<file path="config.mk">
export PLATFORM = sky130hd
export DESIGN_NAME = boot_loader
export DESIGN_NICKNAME = d
export VERILOG_FILES = /design/src/rtl/boot_loader.sv
export SDC_FILE = /design/constraint.sdc
export NUM_CORES = 1
export LEC_CHECK = 0
export CORE_MARGIN = 3
export CORE_UTILIZATION = 57
export CTS_BUF_LIST = sky130_fd_sc_hd__clkbuf_4 sky130_fd_sc_hd__clkbuf_8
export DETAILED_ROUTE_END_ITERATION = 10
export PLACE_DENSITY = 0.82
export SETUP_SLACK_MARGIN = 0.2
export SLEW_MARGIN = 5
export SYNTH_ARGS = -nofsm -noshare
export SYNTH_HDL_FRONTEND = slang
export SYNTH_SLANG_ARGS = --single-unit
</file>
<file path="constraint.sdc">
create_clock -name clk -period 2.45 [get_ports clk]
set_input_delay 0.245 -clock clk [delete_from_list [all_inputs] [get_ports clk]]
set_output_delay 0.245 -clock clk [all_outputs]
set_load 0.02 [all_outputs]
</file>
<file path="src/rtl/boot_loader.sv">
// Instruction-memory boot loader: assembles a little-endian byte stream into words,
// writes them from address 0 and then releases the core. Optional trailing XOR
// checksum byte is enabled by defining BOOT_CHECKSUM_EN.
module boot_loader #(
   parameter int ADDR_W    = 12,
   parameter int MAX_WORDS = 4096
) (
   input  logic              clk,
   input  logic              reset,
   input  logic [7:0]        rx_data,
   input  logic              rx_valid,
   output logic              rx_ready,
   output logic              mem_wr,
   output logic [ADDR_W-1:0] mem_addr,
   output logic [31:0]       mem_wdata,
   output logic              core_run,
   output logic              busy,
   output logic              err
);

   typedef enum logic [2:0] {
      S_LEN0,
      S_LEN1,
      S_DATA,
`ifdef BOOT_CHECKSUM_EN
      S_CHK,
`endif
      S_DONE,
      S_ERR
   } state_t;

   localparam logic [16:0] MAX_W = 17'(MAX_WORDS);

   state_t            state;
   logic [7:0]        len_lo;
   logic [15:0]       n_words;
   logic [1:0]        byte_cnt;
   logic [ADDR_W:0]   word_cnt;
   logic [23:0]       asm_q;
`ifdef BOOT_CHECKSUM_EN
   logic [7:0]        chk_q;
`endif

   logic              accept;
   logic [15:0]       len_n;
   logic [ADDR_W:0]   word_nxt;
   logic              last_word;

   // Ready decodes only the state register, never rx_valid.
   always_comb begin
      rx_ready = 1'b0;
      case (state)
         S_LEN0, S_LEN1, S_DATA: rx_ready = 1'b1;
`ifdef BOOT_CHECKSUM_EN
         S_CHK:                  rx_ready = 1'b1;
`endif
         default:                rx_ready = 1'b0;
      endcase
   end

   assign busy      = rx_ready;
   assign accept    = rx_valid && rx_ready;
   assign len_n     = {rx_data, len_lo};
   assign word_nxt  = word_cnt + {{ADDR_W{1'b0}}, 1'b1};
   assign last_word = (32'(word_nxt) == 32'(n_words));

   // NOTE: all state and outputs use non-blocking assignments so every register
   // sees pre-edge values; the reset branch clears them synchronously.
   always_ff @(posedge clk) begin
      if (reset) begin
         state     <= S_LEN0;
         len_lo    <= '0;
         n_words   <= '0;
         byte_cnt  <= '0;
         word_cnt  <= '0;
         asm_q     <= '0;
         mem_wr    <= 1'b0;
         mem_addr  <= '0;
         mem_wdata <= '0;
         core_run  <= 1'b0;
         err       <= 1'b0;
`ifdef BOOT_CHECKSUM_EN
         chk_q     <= '0;
`endif
      end else begin
         mem_wr <= 1'b0;
         if (accept) begin
`ifdef BOOT_CHECKSUM_EN
            if (state != S_CHK) chk_q <= chk_q ^ rx_data;
`endif
            case (state)
               S_LEN0: begin
                  len_lo <= rx_data;
                  state  <= S_LEN1;
               end
               S_LEN1: begin
                  n_words <= len_n;
                  if (len_n == 16'd0) begin
`ifdef BOOT_CHECKSUM_EN
                     state    <= S_CHK;
`else
                     state    <= S_DONE;
                     core_run <= 1'b1;
`endif
                  end else if ({1'b0, len_n} > MAX_W) begin
                     state <= S_ERR;
                     err   <= 1'b1;
                  end else begin
                     state <= S_DATA;
                  end
               end
               S_DATA: begin
                  byte_cnt <= byte_cnt + 2'd1;
                  if (byte_cnt == 2'd3) begin
                     mem_wr    <= 1'b1;
                     mem_addr  <= word_cnt[ADDR_W-1:0];
                     mem_wdata <= {rx_data, asm_q};
                     word_cnt  <= word_nxt;
                     if (last_word) begin
`ifdef BOOT_CHECKSUM_EN
                        state    <= S_CHK;
`else
                        state    <= S_DONE;
                        core_run <= 1'b1;
`endif
                     end
                  end else begin
                     // Earlier bytes shift down so the first lands in [7:0].
                     asm_q <= {rx_data, asm_q[23:8]};
                  end
               end
`ifdef BOOT_CHECKSUM_EN
               S_CHK: begin
                  if (rx_data == chk_q) begin
                     state    <= S_DONE;
                     core_run <= 1'b1;
                  end else begin
                     state <= S_ERR;
                     err   <= 1'b1;
                  end
               end
`endif
               default: ;
            endcase
         end
      end
   end

endmodule

</file>
==> results.toml, run 1 <==
[run_status]
status = "finished clean"

[routing]
wire_per_inst_um = 14.2
drtAntennaViolNets = 0
wirelength_um = 10700
drc = 0
avgViaCountPerCell = 5.48
vias = 4137
first_pass_iters = 5
first_iter_violations = 295

[global_route]
grt_pass1_vias = 3777
grt_max_degree = 67
antenna_found_initial = 0
overflow = 0
grtUsageTotal = 0.250
grt_first_pass_wirelength_um = 17800

[sta]
setup_viol = 0
timing.fmax_mhz = 477
timing.setup.tns_ns = 0
finClkSkew_ns = 0.00857
drv_slew = 0
worstMarginPinSlew_ns = 0.671
fin_crit_sh = 0.855
max_slew_margin = 0.553
final_hold_viol_count = 0
rsz0062_at_grt = "no"
layout_min_cycle_time_ns = 2.10

[place]
numPlacedInstances = 723
io_buffers = 59
dp_hpwl_um = 7350
gp_congestion = 0.861
place_area_um2 = 5280

[floorplanning]
die_y_um = 96.0
std_cell_rows = 32
die-area_um2 = 9210
die_w_um = 96.0
initial_utilization = 0.591
io_pins = 60
core_um2 = 7810

[final_layout]
final_common_cell = "nand2_1"
fillers = 604
final_cells = 755
finish.utilization = 0.725
drive_above_1_share = 0.0919
fin_area_um2 = 5660
layout.cells.most_common_list = "203 x nand2_1, 112 x dfxtp_1, 101 x a21oi_1"
num_antenna_cells = 0
nets = 653
area_delta_synth_final_pct = 22.7

[critical_path]
worstPathCellList = "ha_4 -> or3b_1 -> a211oi_1 -> nor3_1 -> a2111oi_4 -> o21ai_2 -> o211ai_2"
critPathMaxFanout = 6
path_buf_inv = 0
crit_required_ns = 2.81
cp.arrival_ns = 2.45
endpoint_kind = "flip-flop"
cp_slowest_stage_delay_ns = 0.45
critical-path-top-delay-family = "compound AO/OA/AOI/OAI gates"
critical_path_class = "reg2reg"
critPathSlowestCell = "dfxtp_1"
worst_setup_path_start_kind = "flip-flop"
rrSetupSlack_ns = 0.35

[clock_tree]
clk_path_buf_depth = 2
cts_htree_levels = 4
clkTransAtPathRegs_ns = 0.07
insertion_delay_ns = 0.43
numCtsBuffers = 17
cts_tree = "yes"
cts-root-buf = "clkbuf_8"
cts_num_sinks = 113
post_cts_buffers = 0

[job]
maxCapViolations = 0

[yosys]
ys_top_cells_by_area = "dfxtp_1 49%, nand2_1 17%, a21oi_1 11%"
syn-num-nets = 601
ys_types = 50
synth_seq_cells = 113
synth.largest_area_cell = "dfxtp_1"
netlist.area_leader.share = 0.491
avgSynthCellArea_um2 = 7.84
ys_warn_count = 0
syn_area_um2 = 4610
seq_area_frac_synth = 0.491
netlist_instances = 588

[power_and_ir_drop]
leakage_nw = 1.88
peakVddDrop_mv = 0.401
powerDensity_nw_per_um2 = 645

[worst_hold_path]
hp-class = "in2reg"
-- final cells by class --
cell class | instances | area, µm² | area share
sequential | 113 | 2260 | 0.400
inverter | 5 | 18.8 | 0.00332
clock buffer | 21 | 283 | 0.0500
timing repair buffer | 73 | 706 | 0.125
tap | 102 | 128 | 0.0226
multi-input combinational | 430 | 2180 | 0.385
clock inverter | 11 | 82.6 | 0.0146
-- final timing paths --
path | startpoint | endpoint | cells after the start
worst max register to register | word_cnt[1] | core_run | 7
worst max-delay path | word_cnt[1] | core_run | 7
worst min register to register | mem_wdata[0] | mem_wdata[0] | 2
worst min-delay path | reset | word_cnt[2] | 2
-- state kept, by name, indices dropped and copies added, names as in the netlist --
signal	flops
mem_wr	1
byte_cnt	2
state	3
core_run	1
word_cnt	13
len_lo	8
n_words	16
asm_q	24
mem_addr	12
err	1
mem_wdata	32
-- metal layers --
metal | global-route usage | up-vias | part of all wire
met3 | 0.0594 | 28 | 0.063
met5 | 0 | - | 0
met4 | 0.101 | 0 | 0.021
met1 | 0.334 | 1913 | 0.45
li1 | - | 2052 | -
met2 | 0.389 | 144 | 0.47
-- Yosys cell counts, drive strengths merged --
master and n:
o311ai 1, a2111oi 1, and4bb 1, nor2b 6, nand2b 6, or3b 1
xnor2 10, nor3 6, buf 9, and2 2, nor2 23, o32ai 1
nor3b 2, a211oi 2, nor4 3, nand3 6, xor2 12, or2 1
o21ai 9, clkbuf 31, nor4b 2, a31oi 3, or3 6, nand4 4
mux2i 3, ha 2, nand2 203, a211o 1, o211ai 1, and3b 1
inv 5, or4 2, a22o 1, o22ai 2, o22a 1, a21o 1
and4 2, dfxtp 113, o31ai 1, a21oi 101
-- stage by stage --
step / setup WS, ns / power (W) / hold slack [ns]
5_1_grt: 0.215 / 0.00378 / 0.290
6_report: 0.354 / 0.00365 / 0.281
4_1_cts: 0.246 / 0.00366 / 0.260
2_1_floorplan: 0.472 / 0.00205 / 0.381
3_3_place_gp: 0.235 / 0.00212 / 0.443
3_5_place_dp: 0.154 / 0.00213 / 0.446
-- power by group --
part	internal, W	total [W]	switching (W)
Combinational	0.0000777	0.000203	0.000125
Clock	0.000792	0.00156	0.000767
Sequential	0.00186	0.00189	0.0000261
Total	0.00273	0.00365	0.000918
-- cell families (layout without fill, tap and decap cells) --
| logic type | Yosys count | count (layout) | synth area share |
|---|---|---|---|
| compound gates | 126 | 126 | 0.152 |
| xor+xnor | 22 | 22 | 0.0418 |
| fa+ha+maj | 2 | 2 | 0.00543 |
| buf+inv | 45 | 110 | 0.0404 |
| flops | 113 | 113 | 0.491 |
| mux | 3 | 3 | 0.00651 |
| simple gates | 277 | 277 | 0.264 |
-- repair_timing --
item                       4_1_cts  5_1_grt
hold buffers                     0        0
setup endpoints to repair        0        2
gates resized for setup          0        3
No activity file was read; power rests on OpenSTA's default activity.
==> inputs of run 2 (changes only) <==
- RECOVER_POWER: default -> 100
==> results.toml, run 2 (synthesized netlist as in run 1, its figures left out) <==
[job]
maxCapViolations = 0

[global_route]
grt_max_degree = 67
grt_first_pass_wirelength_um = 17800
grt_pass1_vias = 3777
overflow = 0
antenna_found_initial = 0
grtUsageTotal = 0.250

[power_and_ir_drop]
total_power_w = 0.00365
leakage_nw = 2.04
peakVddDrop_mv = 0.401
powerDensity_nw_per_um2 = 647

[clock_tree]
cts-root-buf = "clkbuf_8"
cts_tree = "yes"
clk_path_buf_depth = 2
numCtsBuffers = 17
hold_buffers = 0
clkTransAtPathRegs_ns = 0.07
cts_resized = 0
cts_num_sinks = 113
insertion_delay_ns = 0.43
cts_htree_levels = 4
post_cts_buffers = 0

[final_layout]
final_common_cell = "nand2_1"
layout.cells.most_common_list = "203 x nand2_1, 112 x dfxtp_1, 101 x a21oi_1"
top_register = "mem_wdata"
largest_reg_flops = 32
fin_area_um2 = 5650
area_delta_synth_final_pct = 22.4
nets = 653
reg_top3 = "mem_wdata x32, asm_q x24, n_words x16"
num_antenna_cells = 0
drive_above_1_share = 0.0904

[worst_hold_path]
hold-path-cell-count = 2
hp-class = "in2reg"
hp-start = "reset"
whs_endpoint = "word_cnt[5]"

[floorplanning]
core_um2 = 7810
die-area_um2 = 9210
io_pins = 60
die_y_um = 96.0
initial_utilization = 0.591
std_cell_rows = 32
die_w_um = 96.0

[routing]
avgViaCountPerCell = 5.46
wire_per_inst_um = 14.2
wirelength_um = 10700
drtAntennaViolNets = 0
first_iter_violations = 312
vias = 4125
drc = 0
first_pass_iters = 5

[critical_path]
worstPathCellList = "and4bb_1 -> and2_0 -> clkbuf_2 -> nand2_1 -> a21oi_1"
r2r_cells = 5
critical_path_class = "reg2reg"
cp.arrival_ns = 2.47
path_buf_inv = 1
cp-startpoint = "state[0]"
cp_slowest_stage_delay_ns = 0.47
critPathMaxFanout = 20
critical-path-top-delay-family = "simple AND/OR/NAND/NOR gates"
endpoint_kind = "flip-flop"
r2r_start = "state[0]"
rr_endpoint = "mem_wdata[30]"
critPathSlowestCell = "and2_0"
rrSetupSlack_ns = 0.33
crit_required_ns = 2.80
worst_setup_path_start_kind = "flip-flop"

[sta]
timing.setup.tns_ns = 0
fin_crit_sh = 0.866
rsz0062_at_grt = "no"
timing.fmax_mhz = 471
max_slew_margin = 0.553
worst_hold_slack_ns = 0.278
setup_viol = 0
worstMarginPinSlew_ns = 0.670
final_hold_viol_count = 0
drv_slew = 0
finClkSkew_ns = 0.00869
layout_min_cycle_time_ns = 2.12

[place]
place_area_um2 = 5280
gp_congestion = 0.861
dp_hpwl_um = 7350
io_buffers = 59

[run_status]
status = "finished clean"
## run 2: cell types whose count changed in the layout (fill, tap and decap cells not counted)
cell             change
and4bb_2             -1
dlygate4sd3_1       +49
buf_4                -4
and4bb_1             +1
and2_0               +1
and2_1               -1
clkbuf_2             +4
clkdlybuf4s50_1     -49
## run 2: power by group
group	total, W	internal (W)	switching (W)
clock network	0.00156	0.000792	0.000770
logic	0.000200	0.0000757	0.000124
registers	0.00189	0.00186	0.0000259
total	0.00365	0.00273	0.000920
## run 2: through the flow
step / utilization / setup slack, ns / cells
3_5_place_dp: 0.676 / 0.154 / 723
5_1_grt: 0.723 / 0.168 / 755
2_1_floorplan: - / 0.472 / 588
6_report: 0.723 / 0.328 / 755
4_1_cts: 0.723 / 0.246 / 755
3_3_place_gp: 0.676 / 0.235 / 723
## run 2: worst max path at each step
stage,to,depth (start not counted)
global route,mem_wdata[23],5
finish,mem_wdata[30],5
floorplan,core_run,7
detailed placement,core_run,7
global placement,core_run,7
CTS,core_run,7
## run 2: final cells by class
cell class,count,area (µm²)
fill,606,2160
sequential,113,2260
tap,102,128
timing repair buffer,73,696
inverter,5,18.8
multi-input combinational,430,2180
clock inverter,11,82.6
clock buffer,21,283
## run 2: routing by layer
layer  part of all wire  wire length [µm]  global-route usage  vias to the layer above
met2               0.47              5010               0.389                      169
met3              0.075               803              0.0594                       23
li1                   -                 -                   -                     2053
met4              0.020               216               0.101                        0
met1               0.44              4690               0.334                     1880
met5                  0                 0                   0                        -
==> inputs of run 3 (changes only) <==
- ABC_AREA: default -> 1
- SLEW_MARGIN: 5 -> 20
==> results.toml, run 3 <==
[run_status]
status = "finished clean"

[routing]
drc = 0
avgViaCountPerCell = 5.54
first_iter_violations = 293
wire_per_inst_um = 14.7
first_pass_iters = 5
wirelength_um = 11500
drtAntennaViolNets = 0
vias = 4324

[yosys]
netlist.area_leader.share = 0.498
ys_types = 28
synth_xor_area_frac = 0.00716
synth-compound-area-share = 0.182
synth_seq_cells = 113
syn-num-nets = 627
synth-async-reset-ratio = 0
netlist_instances = 614
ys_warn_count = 0
synth_top_family_by_area = "simple AND/OR/NAND/NOR gates"
synth_ff_type = "dfxtp_1"
yosys.area_share.simple = 0.237
synth_most_common_cell = "dfxtp_1"
synth.largest_area_cell = "dfxtp_1"
seq_area_frac_synth = 0.498
syn_area_um2 = 4540
ys_top_cells_by_area = "dfxtp_1 50%, o21ai_0 9.5%, nor2_1 8.8%"
avgSynthCellArea_um2 = 7.40
synth_top_cells_by_count = "113 x dfxtp_1, 107 x nor2_1, 86 x o21ai_0"
synth-edff-count = 0
synthAdderAreaFrac = 0.00551
synth_mux_area_frac = 0

[power_and_ir_drop]
peakVddDrop_mv = 0.512
p_comb_frac = 0.079
sw_frac_of_total = 0.239
p_switching_w = 0.00101
powerDensity_nw_per_um2 = 750
total_power_w = 0.00423
p_clk_frac = 0.457
p_int_w = 0.00322
pwr-share-seq = 0.463
leakage_nw = 2.46

[place]
dp_hpwl_um = 7320
gp_congestion = 0.929
numPlacedInstances = 748
io_buffers = 59

[floorplanning]
io_pins = 60
die_y_um = 95.3
initial_utilization = 0.607
core_um2 = 7490
die_w_um = 95.3
std_cell_rows = 31
die-area_um2 = 9080

[sta]
final_hold_viol_count = 0
worstMarginPinSlew_ns = 0.660
setup_viol = 0
drv_slew = 0
fin_crit_sh = 0.839
layout_min_cycle_time_ns = 2.06
timing.setup.tns_ns = 0
rsz0062_at_grt = "no"
finClkSkew_ns = 0.0129
max_slew_margin = 0.559
timing.fmax_mhz = 487

[global_route]
grt_pass1_vias = 4160
antenna_found_initial = 0
overflow = 0
grtUsageTotal = 0.268
grt_first_pass_wirelength_um = 18900
grt_max_degree = 83

[final_layout]
nets = 681
drive_above_1_share = 0.0822
num_antenna_cells = 0
reg_top3 = "mem_wdata x32, asm_q x24, n_words x16"
final_common_cell = "dfxtp_1"
finish.utilization = 0.754
fillers = 547
regArea_um2 = 2260
largest_reg_flops = 32
layout.cells.most_common_list = "113 x dfxtp_1, 108 x nor2_1, 85 x o21ai_0"
top_register = "mem_wdata"
multi_input_area_um2 = 1960
final_cells = 780
area_delta_synth_final_pct = 24.2

[critical_path]
worstPathCellList = "ha_1 -> nand3_2 -> nor2_2 -> nand2_1 -> nand2_1 -> nand2_1 -> nand2_1 -> nand2_1 -> inv_1 -> nand2_1 -> nor2_1 -> nand2_1 -> nand2_2 -> nand2_2 -> o21ai_1 -> inv_1"
cp_slowest_stage_delay_ns = 0.42
cp.arrival_ns = 2.38
critPathMaxFanout = 5
critical_path_class = "reg2reg"
endpoint_kind = "flip-flop"
worst_setup_path_start_kind = "flip-flop"
crit_top_cell = "nand2_1"
critPathSlowestCell = "dfxtp_1"
crit_required_ns = 2.78

[worst_hold_path]
hp-class = "reg2reg"

[clock_tree]
post_cts_buffers = 0
cts_tree = "yes"
cts_num_sinks = 113
numCtsBuffers = 17
clk_path_buf_depth = 2
cts-root-buf = "clkbuf_8"
insertion_delay_ns = 0.43
clkTransAtPathRegs_ns = 0.07
cts_htree_levels = 4

[job]
maxCapViolations = 0
## run 3: changes by cell type after synthesis, moves of 10 or more
| cell | previous run | this run |
|---|---|---|
| nand3_1 | 5 | 33 |
| inv_1 | 5 | 43 |
| xor2_1 | 12 | 1 |
| a21oi_1 | 101 | 74 |
| xnor2_1 | 10 | 0 |
| nand2_1 | 203 | 82 |
| o21ai_0 | 7 | 86 |
| nor2_1 | 22 | 107 |
## run 3: path summary, 6_finish.rpt
kind              slack (ns)        start        to  cells past startpoint
setup / recovery        0.39  word_cnt[1]  state[1]                     16
hold / removal          0.45          err       err                      2
setup reg to reg        0.39  word_cnt[1]  state[1]                     16
hold reg to reg         0.45          err       err                      2
## run 3: stage by stage
stage          hold slack, ns  setup WS (ns)  area (µm²)
6_report                0.450          0.395        5640
5_1_grt                 0.473          0.151        5640
3_5_place_dp            0.446          0.450        5220
2_1_floorplan           0.380          0.696        4540
4_1_cts                 0.454          0.444        5660
3_3_place_gp            0.441          0.492        5220
## run 3: critical path, delay by kind of cell (launching register included)
| family | cells | cell delay, ns |
|---|---|---|
| simple gates | 12 | 0.98 |
| compound gates | 1 | 0.14 |
| fa+ha+maj | 1 | 0.29 |
| buf+inv | 2 | 0.10 |
| flops | 1 | 0.42 |
## run 3: timing repair
action                     4_1_cts  5_1_grt
resized for setup                0        2
hold buffers                     0        0
setup endpoints to repair        0        1
## run 3: area by class of cell
class,instances,area share
inverters,50,0.0333
clock inverters,10,0.0279
repair buffers,67,0.119
well taps,99,0.0219
clock buffers,22,0.0503
multi-input cells,419,0.347
flip-flops and latches,113,0.401
## run 3: kinds of logic after synthesis
logic type,Yosys count
and+or+nand+nor,251
buffers and inverters,82
AOI/OAI and AO/OA,164
xor gates and xnor gates,2
adders and majority gates,2
DFF,113
## run 3: layer usage
layer,vias to the layer above,wire [µm],track usage
li1,2131,-,-
met2,141,5810,0.468
met1,2024,4790,0.310
met4,0,259,0.123
met5,-,0,0
met3,28,590,0.0600
## run 3: power by group through the flow
stage | combinational, W | sequential [W] | clock, W
floorplan | 0.000233 | 0.00199 | 0
global placement | 0.000325 | 0.00199 | 0
detailed placement | 0.000336 | 0.00200 | 0
CTS | 0.000340 | 0.00196 | 0.00194
global route | 0.000372 | 0.00197 | 0.00203
finish | 0.000336 | 0.00196 | 0.00193
